**src/rtl/shift_arbiter_if.sv**
```systemverilog
// Bundle of the two requester ports of the shared shifter.
// Each port has a request channel (valid/ready + op/a/b) and a response
// channel (valid/ready). The response data bus is shared by both ports and
// is qualified by whichever rsp_valid is asserted.
interface shift_arbiter_if #(
   parameter int XLEN = 32
);
   logic            p0_req_valid;
   logic            p0_req_ready;
   logic [1:0]      p0_req_op;
   logic [XLEN-1:0] p0_req_a;
   logic [XLEN-1:0] p0_req_b;
   logic            p0_rsp_valid;
   logic            p0_rsp_ready;

   logic            p1_req_valid;
   logic            p1_req_ready;
   logic [1:0]      p1_req_op;
   logic [XLEN-1:0] p1_req_a;
   logic [XLEN-1:0] p1_req_b;
   logic            p1_rsp_valid;
   logic            p1_rsp_ready;

   logic [XLEN-1:0] rsp_data;

   // Requester side (execute stage / load-store alignment helper).
   modport master (
      output p0_req_valid, p0_req_op, p0_req_a, p0_req_b, p0_rsp_ready,
      output p1_req_valid, p1_req_op, p1_req_a, p1_req_b, p1_rsp_ready,
      input  p0_req_ready, p0_rsp_valid,
      input  p1_req_ready, p1_rsp_valid,
      input  rsp_data
   );

   // Arbiter side.
   modport slave (
      input  p0_req_valid, p0_req_op, p0_req_a, p0_req_b, p0_rsp_ready,
      input  p1_req_valid, p1_req_op, p1_req_a, p1_req_b, p1_rsp_ready,
      output p0_req_ready, p0_rsp_valid,
      output p1_req_ready, p1_rsp_valid,
      output rsp_data
   );
endinterface

```
**src/rtl/shift_arbiter.sv**
```systemverilog
// Round-robin arbiter sharing one 32-bit log shifter (SLL/SRL/SRA) between
// two requesters. One result is held at a time; a result that retires in the
// same cycle a new request is accepted is replaced immediately, giving one
// operation per cycle when consumers are always ready.
module shift_arbiter #(
   parameter int XLEN = 32,
   parameter int SHW  = $clog2(XLEN)
) (
   input  logic           clk,
   input  logic           rst,
   shift_arbiter_if.slave bus
);

   typedef enum logic [0:0] {
      IDLE = 1'b0,
      RESP = 1'b1
   } state_t;

   state_t          state_r;
   state_t          state_nxt_s;
   logic            prio_r;
   logic            owner_r;
   logic [XLEN-1:0] rsp_data_r;

   logic            owner_ready_s;
   logic            free_s;
   logic            grant_s;
   logic            accept_s;
   logic [1:0]      sel_op_s;
   logic [XLEN-1:0] sel_a_s;
   logic [SHW-1:0]  sel_sh_s;
   logic [XLEN-1:0] shift_res_s;

   // Only the low SHW bits of the shift amount matter; the rest are dropped.
   logic            unused_b_s;
   assign unused_b_s = ^{bus.p0_req_b[XLEN-1:SHW], bus.p1_req_b[XLEN-1:SHW]};

   // Five-stage logarithmic shifter. Right shifts (01/11) pull in the fill
   // bit from the top; 00 and the reserved 10 both shift left with zeros.
   function automatic logic [XLEN-1:0] log_shift(
      input logic [1:0]      op,
      input logic [XLEN-1:0] a,
      input logic [SHW-1:0]  sh
   );
      logic [XLEN-1:0]   v;
      logic [2*XLEN-1:0] wide;
      logic              fill;
      v    = a;
      fill = (op == 2'b11) ? a[XLEN-1] : 1'b0;
      for (int s = 0; s < SHW; s++) begin
         if (sh[s]) begin
            case (op)
               2'b01, 2'b11: begin
                  wide = {{XLEN{fill}}, v} >> (32'd1 << s);
                  v    = wide[XLEN-1:0];
               end
               default: begin
                  v = v << (32'd1 << s);
               end
            endcase
         end else begin
            v = v;
         end
      end
      return v;
   endfunction

   // Arbitration: decide whether a new request can be taken and which port wins.
   always_comb begin
      owner_ready_s = 1'b0;
      free_s        = 1'b0;
      grant_s       = 1'b0;
      if (owner_r) begin
         owner_ready_s = bus.p1_rsp_ready;
      end else begin
         owner_ready_s = bus.p0_rsp_ready;
      end
      case (state_r)
         IDLE:    free_s = 1'b1;
         RESP:    free_s = owner_ready_s;
         default: free_s = 1'b0;
      endcase
      if (bus.p0_req_valid && bus.p1_req_valid) begin
         grant_s = prio_r;
      end else if (bus.p1_req_valid) begin
         grant_s = 1'b1;
      end else begin
         grant_s = 1'b0;
      end
      accept_s = free_s & (bus.p0_req_valid | bus.p1_req_valid) & ~rst;
   end

   assign bus.p0_req_ready = accept_s & ~grant_s;
   assign bus.p1_req_ready = accept_s &  grant_s;

   // Operand steering from the granted port into the shifter.
   always_comb begin
      sel_op_s = 2'b00;
      sel_a_s  = {XLEN{1'b0}};
      sel_sh_s = {SHW{1'b0}};
      if (grant_s) begin
         sel_op_s = bus.p1_req_op;
         sel_a_s  = bus.p1_req_a;
         sel_sh_s = bus.p1_req_b[SHW-1:0];
      end else begin
         sel_op_s = bus.p0_req_op;
         sel_a_s  = bus.p0_req_a;
         sel_sh_s = bus.p0_req_b[SHW-1:0];
      end
      shift_res_s = log_shift(sel_op_s, sel_a_s, sel_sh_s);
   end

   // Next-state logic: a retire with no new accept drops back to IDLE,
   // a retire with an accept stays in RESP with the new result.
   always_comb begin
      state_nxt_s = state_r;
      case (state_r)
         IDLE: begin
            if (accept_s) begin
               state_nxt_s = RESP;
            end else begin
               state_nxt_s = IDLE;
            end
         end
         RESP: begin
            if (accept_s) begin
               state_nxt_s = RESP;
            end else if (owner_ready_s) begin
               state_nxt_s = IDLE;
            end else begin
               state_nxt_s = RESP;
            end
         end
         default: state_nxt_s = IDLE;
      endcase
   end

   // State register.
   always_ff @(posedge clk or posedge rst) begin
      if (rst) begin
         state_r <= IDLE;
      end else begin
         state_r <= state_nxt_s;
      end
   end

   // Result, owner and round-robin priority capture on each accept.
   always_ff @(posedge clk or posedge rst) begin
      if (rst) begin
         prio_r     <= 1'b0;
         owner_r    <= 1'b0;
         rsp_data_r <= {XLEN{1'b0}};
      end else if (accept_s) begin
         prio_r     <= ~grant_s;
         owner_r    <= grant_s;
         rsp_data_r <= shift_res_s;
      end else begin
         prio_r     <= prio_r;
         owner_r    <= owner_r;
         rsp_data_r <= rsp_data_r;
      end
   end

   assign bus.p0_rsp_valid = (state_r == RESP) & ~owner_r;
   assign bus.p1_rsp_valid = (state_r == RESP) &  owner_r;
   assign bus.rsp_data     = rsp_data_r;

endmodule
```
**src/flat_wrapper.sv**
```systemverilog
// flat-port wrapper written by rule: the top's interface ports become plain ports
module shift_arbiter_flat 
#(
   parameter int XLEN = 32,
   parameter int SHW  = $clog2(XLEN)
)
  (clk, rst, bus_p0_req_valid, bus_p0_req_op, bus_p0_req_a, bus_p0_req_b, bus_p0_rsp_ready, bus_p1_req_valid, bus_p1_req_op, bus_p1_req_a, bus_p1_req_b, bus_p1_rsp_ready, bus_p0_req_ready, bus_p0_rsp_valid, bus_p1_req_ready, bus_p1_rsp_valid, bus_rsp_data);
  shift_arbiter_if #(.XLEN(XLEN)) bus_i ();
  input  logic clk;
  input  logic rst;
  input wire logic [$bits(bus_i.p0_req_valid)-1:0] bus_p0_req_valid;
  input wire logic [$bits(bus_i.p0_req_op)-1:0] bus_p0_req_op;
  input wire logic [$bits(bus_i.p0_req_a)-1:0] bus_p0_req_a;
  input wire logic [$bits(bus_i.p0_req_b)-1:0] bus_p0_req_b;
  input wire logic [$bits(bus_i.p0_rsp_ready)-1:0] bus_p0_rsp_ready;
  input wire logic [$bits(bus_i.p1_req_valid)-1:0] bus_p1_req_valid;
  input wire logic [$bits(bus_i.p1_req_op)-1:0] bus_p1_req_op;
  input wire logic [$bits(bus_i.p1_req_a)-1:0] bus_p1_req_a;
  input wire logic [$bits(bus_i.p1_req_b)-1:0] bus_p1_req_b;
  input wire logic [$bits(bus_i.p1_rsp_ready)-1:0] bus_p1_rsp_ready;
  output wire logic [$bits(bus_i.p0_req_ready)-1:0] bus_p0_req_ready;
  output wire logic [$bits(bus_i.p0_rsp_valid)-1:0] bus_p0_rsp_valid;
  output wire logic [$bits(bus_i.p1_req_ready)-1:0] bus_p1_req_ready;
  output wire logic [$bits(bus_i.p1_rsp_valid)-1:0] bus_p1_rsp_valid;
  output wire logic [$bits(bus_i.rsp_data)-1:0] bus_rsp_data;
  assign bus_i.p0_req_valid = bus_p0_req_valid;
  assign bus_i.p0_req_op = bus_p0_req_op;
  assign bus_i.p0_req_a = bus_p0_req_a;
  assign bus_i.p0_req_b = bus_p0_req_b;
  assign bus_i.p0_rsp_ready = bus_p0_rsp_ready;
  assign bus_i.p1_req_valid = bus_p1_req_valid;
  assign bus_i.p1_req_op = bus_p1_req_op;
  assign bus_i.p1_req_a = bus_p1_req_a;
  assign bus_i.p1_req_b = bus_p1_req_b;
  assign bus_i.p1_rsp_ready = bus_p1_rsp_ready;
  assign bus_p0_req_ready = bus_i.p0_req_ready;
  assign bus_p0_rsp_valid = bus_i.p0_rsp_valid;
  assign bus_p1_req_ready = bus_i.p1_req_ready;
  assign bus_p1_rsp_valid = bus_i.p1_rsp_valid;
  assign bus_rsp_data = bus_i.rsp_data;
  shift_arbiter #(.XLEN(XLEN), .SHW(SHW)) u_core (.clk(clk), .rst(rst), .bus(bus_i));
endmodule
```
**config.mk**
```make
export PLATFORM = sky130hd
export DESIGN_NAME = shift_arbiter_flat
export DESIGN_NICKNAME = d
export VERILOG_FILES = /design/src/rtl/shift_arbiter_if.sv /design/src/rtl/shift_arbiter.sv /design/src/flat_wrapper.sv
export SDC_FILE = /design/constraint.sdc
export NUM_CORES = 1
export LEC_CHECK = 0
export BUFFER_PORTS_ARGS = -buffer_cell sky130_fd_sc_hd__buf_4
export CORE_MARGIN = 2
export CORE_UTILIZATION = 30
export CTS_CLUSTER_DIAMETER = 150
export CTS_CLUSTER_SIZE = 20
export DETAILED_ROUTE_END_ITERATION = 10
export PLACE_DENSITY = 0.5
export SKIP_LAST_GASP = 1
export SLEW_MARGIN = 30
export SYNTH_ARGS = -nofsm -noshare
export SYNTH_HDL_FRONTEND = slang
export SYNTH_SLANG_ARGS = --single-unit
```
**constraint.sdc**
```tcl
create_clock -name clk -period 6.3 [get_ports clk]
set_clock_uncertainty 0.05 [all_clocks]
set_input_delay 0.63 -clock clk [delete_from_list [all_inputs] [get_ports clk]]
set_output_delay 0.63 -clock clk [all_outputs]
set_load 0.02 [all_outputs]
```
==> impl_metrics.py <==
metrics = {
    "timing": {
        "final.min_clock_period_ps": 4210,
        "drv_slew": 0,
        "setup_viol": 0,
        "fin_crit_sh_pct": 66.9,
        "clock.fmax_mhz": 237,
        "tns_ps": 0,
        "worstMarginPinSlew_ps": 1230,
        "slew_headroom_pct": 15.8,
        "hold_viol": 0,
        "rsz0062_at_grt": "false",
    },
    "detailed_routing": {
        "drtAntennaViolNets": 0,
        "wl_um": 39500,
        "wl_per_cell_um": 27.8,
        "first_pass_iters": 6,
        "drc": 0,
        "initialDrtViolationCount": 1271,
        "vias_per_cell": 6.77,
        "vias": 9636,
    },
    "finish": {
        "drive_above_1_share_pct": 20.5,
        "layout_common_cells": "buf_4, nand2_1, nor2_1",
        "fin_cells": 1423,
        "fillers": 2674,
        "syn2layout_area_growth_pct": 15.5,
        "finalNetCount": 1236,
        "final_common_cell": "buf_4",
        "antenna_cells": 0,
    },
    "yosys": {
        "ys_ff_latch": 35,
        "netlist_area_mm2": 0.00753,
        "yosysTopAreaCellShare_pct": 11.6,
        "synth_xor_area_share_pct": 0,
        "synth-async-reset-ratio_pct": 100,
        "synth_edf_count": 0,
        "synth_fa_ha_area_share_pct": 0,
        "yosys.area_share.simple_pct": 23.5,
        "synth-main-ff-cell": "dfrtp_1",
        "synth.largest_area_cell": "dfrtp_1",
        "synth_compound_area_share_pct": 38.3,
        "synth_top_family_by_area": "compound AO/OA/AOI/OAI gates",
        "synthTopCellsByArea": "dfrtp_1, mux2i_1, nand2_1",
        "synth_cell_types": 83,
        "ys_warn_count": 0,
        "syn-num-nets": 1187,
        "muxShareOfSynthArea_pct": 18.4,
        "yosysSeqAreaShare_pct": 11.6,
        "syn_avg_cell_area_um2": 7.18,
        "synthCells": 1049,
    },
    "placement": {
        "place_inst": 1415,
        "gp_congestion": 1.00,
        "dp_hpwl_um": 29100,
        "port_buffers": 119,
    },
    "cts": {
        "cts_sinks": 35,
        "cts_max_path_buffers": 2,
        "cts_tree": "yes",
        "clkLatencyLatePin_ps": 280,
        "clk_pin_slew_ps": 60,
        "cts-htree-levels": 2,
        "cts_resized": 0,
        "cts_inserted_buffers": 5,
        "post_cts_buffers": 0,
        "root_buffer": "clkbuf_16",
        "cts_hold_buf": 0,
    },
    "critical_path": {
        "path_class": "input pin to register",
        "critPathRequiredTime_ps": 6420,
        "crit_top_cell": "buf_4",
        "r2r_cells": 10,
        "endpoint_kind": "register",
        "critPathLaunchType": "input pin",
        "path_max_fanout": 47,
        "path_cells": "buf_4 -> clkinv_1 -> a21oi_2 -> nor2_4 -> buf_4 -> and3_1 -> o32ai_1 -> a2111oi_0 -> o32a_1",
        "crit_path_top_delay_cell": "clkinv_1",
        "cpPeakStageDelay_ps": 600,
        "worstPathArrival_ps": 4330,
    },
    "grt": {
        "first_global_vias": 9119,
        "antenna_found_initial": 0,
        "grt_max_degree": 67,
        "track_usage_pct": 29.3,
        "grt.overflow.total": 0,
        "grt_pass1_wl_um": 59200,
    },
    "worst_hold_path": {
        "hold_path.class": "input pin to asynchronous set/reset pin",
    },
    "floorplanning": {
        "die_h_um": 162,
        "fp.dieW_um": 162,
        "initial_core_util_pct": 30.8,
        "ioPinCount": 174,
        "die-area_mm2": 0.0264,
        "fp.coreArea_mm2": 0.0245,
        "rows": 57,
    },
    "run": {
        "cap_viol_max_count": 0,
    },
    "pwr": {
        "irDropWorstVdd_v": 0.000124,
        "powerDensity_mw_per_mm2": 222,
        "p_leak_nw": 3.41,
    },
    "status": {
        "outcome": "finished clean",
    },
}
## worst max-delay path: cells and delay by family
kind                   cells  cell delay, ps
AOI/OAI and AO/OA          4            1830
and+or+nand+nor            2             390
buffers and inverters      3            1430
## metrics by stage
step / utilization, % / total power [mW] / hold slack (ps) / setup WS, ps / cell area (µm²)
floorplan: - / 1.12 / 430 / 2950 / 7530
global placement: 34.8 / 1.61 / 447 / 1960 / 8520
detailed placement: 34.9 / 1.61 / 447 / 2000 / 8530
CTS: 35.5 / 1.90 / 425 / 2280 / 8700
global route: 35.6 / 2.03 / 457 / 1940 / 8700
finish: 35.6 / 1.93 / 399 / 2090 / 8700
## metal layers
metal,routed length [µm],track usage (%)
met5,0,0
met4,1760,12.0
met3,4450,8.20
met2,16200,41.8
met1,17100,41.2
## worst paths after layout
check                      slack, ps                      end               startpoint
setup / recovery                2090  u_core.bus.rsp_data[12]         bus_p0_req_op[0]
hold / removal                   400  u_core.bus.rsp_data[25]                      rst
setup reg to reg                2320  u_core.bus.rsp_data[12]            u_core.prio_r
hold reg to reg                  450  u_core.bus.rsp_data[12]  u_core.bus.rsp_data[12]
max in group asynchronous       5480           u_core.owner_r                      rst
min in group clk                 450  u_core.bus.rsp_data[12]  u_core.bus.rsp_data[12]
## sequential cells by signal (all words and copies together) (netlist names)
| signal | count |
|---|---|
| u_core.bus.rsp_data | 32 |
| u_core.owner_r | 1 |
| u_core.prio_r | 1 |
| u_core.state_r | 1 |
## power breakdown
part	internal (mW)	switching, mW	total (mW)
logic	0.451	0.846	1.30
registers	0.298	0.0489	0.347
clock network	0.187	0.104	0.291
total	0.935	0.999	1.93
## cells by family after synthesis
logic type | count (synthesis)
AND/OR/NAND/NOR | 375
multiplexers | 122
buffers and inverters | 117
AO/OA/AOI/OAI | 400
flip-flops | 35
## Yosys cell counts, drive strengths merged (8+ instances only)
| cell type | n |
|---|---|
| nor4 | 16 |
| a31oi | 24 |
| a21oi | 67 |
| mux4 | 10 |
| o211ai | 30 |
| nand4 | 20 |
| nand2 | 106 |
| o221ai | 11 |
| o2111ai | 12 |
| nand2b | 15 |
| a22oi | 16 |
| mux2 | 27 |
| nor2b | 13 |
| o21ai | 69 |
| and3 | 10 |
| mux2i | 85 |
| or3 | 8 |
| and2 | 10 |
| clkbuf | 23 |
| o22ai | 10 |
| a211oi | 20 |
| a2111oi | 17 |
| nor3 | 17 |
| dfrtp | 35 |
| nor2 | 107 |
| a21boi | 9 |
| nand3 | 43 |
| o31ai | 16 |
| buf | 82 |
| inv | 10 |
| a221oi | 30 |
## cell type report
type | instances | area, µm² | area share, %
clock inverters | 3 | 43.8 | 0.503
well taps | 324 | 405 | 4.66
flip-flops and latches | 35 | 876 | 10.1
repair buffers | 147 | 1120 | 12.8
inverters | 12 | 45.0 | 0.518
multi-input cells | 897 | 6090 | 70.0
clock buffers | 5 | 125 | 1.44
(Power assumes the default switching activity.)
